--- src/rtl/alu_pkg.sv ---
// Opcodes and state encoding shared between the ALU decode and the
// multi-cycle multiply sequencer.
package alu_pkg;

  localparam logic [5:0] OP_MULTU = 6'b010011;
  localparam logic [5:0] OP_MULT  = 6'b010100;

  typedef enum logic [1:0] {
    IDLE = 2'd0,
    BUSY = 2'd1,
    FIX  = 2'd2
  } state_t;

endpackage

--- src/rtl/mul_seq_ctrl.sv ---
// Radix-2 shift-add multiplier for MULTU/MULT. Takes WIDTH+1 cycles per
// product and returns the result as lo/hi words with zero and sign flags.
module mul_seq_ctrl
  import alu_pkg::*;
#(
  parameter int WIDTH = 32
) (
  input  logic             clk,
  input  logic             rst_n,
  input  logic             start_valid,
  output logic             start_ready,
  input  logic [5:0]       control,
  input  logic [WIDTH-1:0] a,
  input  logic [WIDTH-1:0] b,
  output logic             done,
  output logic [WIDTH-1:0] lo,
  output logic [WIDTH-1:0] hi,
  output logic             z_flag,
  output logic             s_flag,
  output logic             err
);

  localparam int CW = $clog2(WIDTH);
  localparam logic [CW-1:0] LAST_CNT = CW'(WIDTH - 1);

  state_t             state_reg, state_next;
  logic [CW-1:0]      cnt_reg;
  logic [WIDTH:0]     acc_reg;
  logic [WIDTH-1:0]   mplier_reg;
  logic [WIDTH-1:0]   mcand_reg;
  logic               neg_reg;
  logic               is_mul_reg;

  logic               accept;
  logic               op_multu;
  logic               op_mult;
  logic [WIDTH:0]     sum;
  logic [2*WIDTH-1:0] prod;
  logic [2*WIDTH-1:0] p_signed;

  // Two's-complement magnitude; the most negative value maps to itself,
  // which is still correct when read as unsigned.
  function automatic logic [WIDTH-1:0] mag(input logic [WIDTH-1:0] x);
    return x[WIDTH-1] ? (~x + WIDTH'(1)) : x;
  endfunction

  assign start_ready = rst_n && (state_reg == IDLE);
  assign accept      = start_valid && start_ready;
  assign op_multu    = (control == OP_MULTU);
  assign op_mult     = (control == OP_MULT);

  assign sum      = acc_reg + {1'b0, (mplier_reg[0] ? mcand_reg : '0)};
  assign prod     = {acc_reg[WIDTH-1:0], mplier_reg};
  assign p_signed = neg_reg ? (~prod + (2*WIDTH)'(1)) : prod;

  always_comb begin
    state_next = state_reg;
    case (state_reg)
      IDLE: if (accept) state_next = (op_multu || op_mult) ? BUSY : FIX;
      BUSY: if (cnt_reg == LAST_CNT) state_next = FIX;
      FIX:  state_next = IDLE;
      default: state_next = IDLE;
    endcase
  end

  always_ff @(posedge clk or negedge rst_n) begin
    if (!rst_n) begin
      state_reg  <= IDLE;
      cnt_reg    <= '0;
      acc_reg    <= '0;
      mplier_reg <= '0;
      mcand_reg  <= '0;
      neg_reg    <= 1'b0;
      is_mul_reg <= 1'b0;
      done       <= 1'b0;
      lo         <= '0;
      hi         <= '0;
      z_flag     <= 1'b0;
      s_flag     <= 1'b0;
      err        <= 1'b0;
    end else begin
      state_reg <= state_next;
      done      <= 1'b0;
      case (state_reg)
        IDLE: begin
          if (accept) begin
            is_mul_reg <= op_multu || op_mult;
            acc_reg    <= '0;
            cnt_reg    <= '0;
            if (op_mult) begin
              mcand_reg  <= mag(a);
              mplier_reg <= mag(b);
              neg_reg    <= a[WIDTH-1] ^ b[WIDTH-1];
            end else begin
              mcand_reg  <= a;
              mplier_reg <= b;
              neg_reg    <= 1'b0;
            end
          end
        end
        BUSY: begin
          // {acc, mplier} <= {sum, mplier} >> 1
          acc_reg    <= {1'b0, sum[WIDTH:1]};
          mplier_reg <= {sum[0], mplier_reg[WIDTH-1:1]};
          cnt_reg    <= cnt_reg + CW'(1);
        end
        FIX: begin
          done <= 1'b1;
          if (is_mul_reg) begin
            lo     <= p_signed[WIDTH-1:0];
            hi     <= p_signed[2*WIDTH-1:WIDTH];
            z_flag <= (p_signed == '0);
            s_flag <= p_signed[2*WIDTH-1];
            err    <= 1'b0;
          end else begin
            lo     <= '0;
            hi     <= '0;
            z_flag <= 1'b1;
            s_flag <= 1'b0;
            err    <= 1'b1;
          end
        end
        default: ;
      endcase
    end
  end

endmodule

--- config.mk ---
export PLATFORM = sky130hd
export DESIGN_NAME = mul_seq_ctrl
export DESIGN_NICKNAME = d
export VERILOG_FILES = /design/src/rtl/alu_pkg.sv /design/src/rtl/mul_seq_ctrl.sv
export SDC_FILE = /design/constraint.sdc
export NUM_CORES = 1
export LEC_CHECK = 0
export ABC_AREA = 1
export BUFFER_PORTS_ARGS = -buffer_cell sky130_fd_sc_hd__buf_2
export CAP_MARGIN = 20
export CORE_MARGIN = 2
export CORE_UTILIZATION = 40
export CTS_CLUSTER_DIAMETER = 80
export CTS_CLUSTER_SIZE = 20
export DETAILED_ROUTE_END_ITERATION = 16
export GPL_TIMING_DRIVEN = 0
export SLEW_MARGIN = 30
export SYNTH_ARGS = -nofsm -noshare
export SYNTH_HDL_FRONTEND = slang
export SYNTH_SLANG_ARGS = --single-unit
--- constraint.sdc ---
create_clock -name clk -period 2.6 [get_ports clk]
set_clock_uncertainty 0.05 [all_clocks]
set_input_delay 0.13 -clock clk [delete_from_list [all_inputs] [get_ports clk]]
set_output_delay 0.13 -clock clk [all_outputs]
set_load 0.02 [all_outputs]
==> impl.org <==
** Run status
- The flow ran to the end, and the final reports show no timing, DRC or antenna violations.

** Clock network
- In this run, CTS created clock tree buffers numbering 17.
- TritonCTS built the clock tree.
- After clock tree synthesis, the clock-pin slew on the worst setup and hold paths is about 0.070 ns.
- Worst-Skew Late Latency :: around 0.45 ns
- CTS HTree Levels :: 4
- The clock passes through at most 2 buffers.
- TritonCTS Sinks :: around 170
- The tree is rooted in a clkbuf_16.

** Synth
- The Yosys step of the flow raised 0 warnings.
- Library cell occupying the most area in the post-synthesis netlist :: dfrtp_1
- Yosys mapped a number of flops with a built-in enable equal to 0.
- In this run, distinct cell masters in the synthesized netlist total 60.
- Mean post-synth cell area :: between 6 and 7 um^2
- Of the synthesized area, sequential elements account for 0.342.
- In the synthesized netlist the async set-or-reset flop fraction comes to 1.00.
- Post-synthesis instance area :: 0.0126 mm^2
- In the post-synthesis netlist, the biggest area contributors are dfrtp_1 34%, nand2_1 15%, nor2_1 6.8%.
- Number of flip-flops and latches in the synthesized netlist :: approximately 170
- Synthesized netlist cell count :: approximately 1800
- Among all flip-flop cells after synthesis, the most frequent one is dfrtp_1.
- Synthesis produced a netlist with a net count of 1945.
- Fraction of synthesized cell area taken by the top area cell type :: 0.342

** Pwr
- Of the total power, the share spent switching nets is 0.382.
- Relative contribution of the clock network to total power :: 0.316
- Of the total power, registers draw 0.387.
- Of the total power, combinational logic draws 0.296.
- Internal power :: around 0.0052 W
- Power density relative to cell area :: between 500 and 600 mW/mm^2
- Max VDD drop :: 0.465 mV
- Net switching power of the design :: between 0.003 and 0.004 W
- Leak pwr :: 7.68 nW
- Power Total :: ~0.0084 W

** STA
- Period utilisation layout :: 0.983
- Setup repair after global routing could not meet its margin everywhere.
- The hold violation total from the final report came to 0.
- Final hold analysis gives a worst-case slack of between 0.0009 and 0.001 ns.
- The number of pins with negative max-slew slack in the final report came to 0.
- Timing would allow up to slightly below 400 MHz.
- In the final timing run, aggregate negative setup slack is 0 ns.
- Final setup fails :: 0
- The worst pin sits at a relative slew slack of 0.487.
- Final min period :: roughly 2.6 ns
- Transition time at the pin with the least slew margin :: 0.762 ns

** Cells and area
- After filler insertion, the fill cell instance count of the layout stands at between 3000 and 4000.
- Relative to the synthesized area, the layout overhead comes to 24.7%.
- Diodes inserted :: 0
- At the end of the flow the core is filled with cells to 0.510.
- After the flow finishes, the layout carries non-filler instances totaling 2454.
- Area occupied by multi-input gates :: 0.00797 mm^2
- Share of layout cells above drive strength 1 :: 0.186
- Final net count :: 2156
- Sequential cell area :: 0.00430 mm^2

** Detailed routing
- Via Count :: ~13000
- DRC violations left :: 0
- Count of antenna-violating nets left after detailed routing :: 0
- Detailed-routing iteration count for the pre-antenna-repair pass :: 6
- After detailed routing, the total wire length is ~45000 um.
- After detailed routing, the average wire length per cell comes to 18.4 um.
- Initial detailed-routing violation count :: a little over 900
- Dividing the detail-routed via count by the number of cells gives 5.37.

** Floorplanning
- The die is about 180 um wide.
- From bottom edge to top edge, the die measures 181 um.
- Starting density of the core :: 0.409
- The floorplan has 64 rows.
- Area enclosed by the die boundary :: 0.0329 mm^2
- Top-Level Pins :: 142
- The core region is roughly 0.03 mm^2.

** Run
- Max-cap violations in this run came to 0.

** Place
- Placed cell count :: ~2400
- Routability-driven placement congestion ratio :: around 0.94
- DP Wirelength :: between 30000 and 40000 um
- Number of buffers inserted by port buffering :: 141

** GRT
- Maximum number of pins on one net before global-route repair :: between 70 and 80
- The number of global-route vias before repair is around 13000.
- The initial antenna violation count was 0.
- First-pass GRT wire length :: 69500 um
- Global-route usage over all layers :: 0.269
- Global routing finished with a remaining overflow of 0.

** Min path
- The worst hold path belongs to the class in -> reg.

** Setup path
- At the worst endpoint, the arrival time is ~2.8 ns.
- The worst setup path is of the reg -> reg kind.
- Along the worst path, the maximum fanout reaches 6.
- Critical path endpoint category :: register
- STA puts the critical path data required time at approximately 2.9 ns.
- STA classifies the critical path startpoint as a register.
layer usage:
layer  share of wire  global-route usage
met3           0.071              0.0389
met4           0.028              0.0816
met2            0.43               0.413
met5               0                   0
met1            0.47               0.391
synth_stat cells (4+ instances only):
cell type,instances
dfrtp_1,172
buf_2,9
clkbuf_1,35
nand2_1,515
xor2_1,51
ha_1,37
o21bai_1,9
nor3_1,23
a21oi_1,60
nand3_2,9
o21ai_2,6
nand3_1,116
nor3_2,4
o21ai_1,7
a21o_1,9
inv_2,9
nand3b_1,6
o22ai_1,23
nor2_4,5
inv_1,192
or2_2,4
nand2_4,4
nand4_1,22
xnor2_1,15
nor2_1,229
buf_1,6
o221ai_1,20
nand2_2,10
nor2_2,12
nor4_1,6
o211ai_1,4
o31ai_1,4
a22o_1,30
o21ai_0,135
area by class of cell:
type / count / share of cell area
plain buffers: 55 / 0.0168
clock buffers: 17 / 0.0271
clock inverters: 15 / 0.0108
inverters: 203 / 0.0488
multi-input cells: 1405 / 0.507
flip-flops and latches: 172 / 0.274
well taps: 396 / 0.0315
repair buffers: 191 / 0.0838
worst paths after layout:
| path | from | to | slack [ns] | cells after the start |
|---|---|---|---|---|
| max | mplier_reg[0]$_DFFE_PN0P_ | acc_reg[19]$_DFFE_PN0P_ | 0.04 | 16 |
| min | a[14] | mcand_reg[14]$_DFFE_PN0P_ | 0.001 | 3 |
| max reg2reg | mplier_reg[0]$_DFFE_PN0P_ | acc_reg[19]$_DFFE_PN0P_ | 0.04 | 16 |
| min reg2reg | lo[24]$_DFFE_PN0P_ | lo[24]$_DFFE_PN0P_ | 0.43 | 2 |
| max in group asynchronous | rst_n | mcand_reg[27]$_DFFE_PN0P_ | 1.58 | 7 |
| min in group asynchronous | rst_n | mplier_reg[15]$_DFFE_PN0P_ | 0.45 | 5 |
per-stage QoR:
| step | worst slack, ns | area, um^2 |
|---|---|---|
| after global placement | -2.60 | 13800 |
| after CTS | 0.0105 | 15100 |
| after floorplan | 0.171 | 12600 |
| after global routing | -0.0687 | 15700 |
| final | 0.0447 | 15700 |
| after detailed placement | -0.465 | 13900 |
placed cells by master (no fill, tap or decap), types with 14 or more instances in the layout:
master	synthesis	final
a21oi_1	60	47
a22o_1	30	30
buf_2	9	149
clkbuf_1	35	32
clkbuf_16	0	17
dfrtp_1	172	172
dlygate4sd3_1	0	35
ha_4	0	27
inv_1	192	182
inv_2	9	18
nand2_1	515	501
nand2_2	10	21
nand3_1	116	110
nand4_1	22	22
nor2_1	229	217
nor2_2	12	22
nor3_1	23	21
o21ai_0	135	116
o21ai_1	7	19
o221ai_1	20	20
o22ai_1	23	23
xnor2_1	15	14
xor2_1	51	50
power groups by stage:
stage / sequential, W / combinational [W] / clock, W
floorplan: 0.00317 / 0.00143 / 0
global placement: 0.00325 / 0.00212 / 0
detailed placement: 0.00326 / 0.00215 / 0
CTS: 0.00321 / 0.00226 / 0.00266
global route: 0.00327 / 0.00274 / 0.00279
finish: 0.00323 / 0.00247 / 0.00264
critical path, cell delays in order (launching register included):
cell     delay, ns
dfrtp_1       0.37
buf_6         0.16
nand2_4       0.06
inv_4         0.05
ha_4          0.13
inv_2         0.04
fa_2          0.41
o21ai_4       0.22
a21oi_4       0.10
o21ai_4       0.19
inv_2         0.08
o21ai_4       0.17
nand2_1       0.09
nand2_2       0.10
nand2_1       0.05
nand2_1       0.05
o22ai_1       0.09
cells by family (layout without fill, tap and decap cells):
family	Yosys count	in the layout	share of synthesized area
AO/OA/AOI/OAI	322	323	0.157
buffers and inverters	258	481	0.0800
XOR/XNOR	67	67	0.0472
adder cells (fa/ha/maj)	38	38	0.0383
AND/OR/NAND/NOR	977	977	0.336
flip-flops	172	172	0.342
what timing repair did:
| item | in CTS | in global routing |
|---|---|---|
| buffers inserted | 1 | 6 |
| hold endpoints to repair | 204 | 0 |
| setup endpoints to repair | 22 | 22 |
| hold buffers | 41 | 0 |
| pin swaps | 5 | 31 |
| cloned | 0 | 1 |
| gates resized for setup | 37 | 127 |
Power figures use the tool's default switching activity.
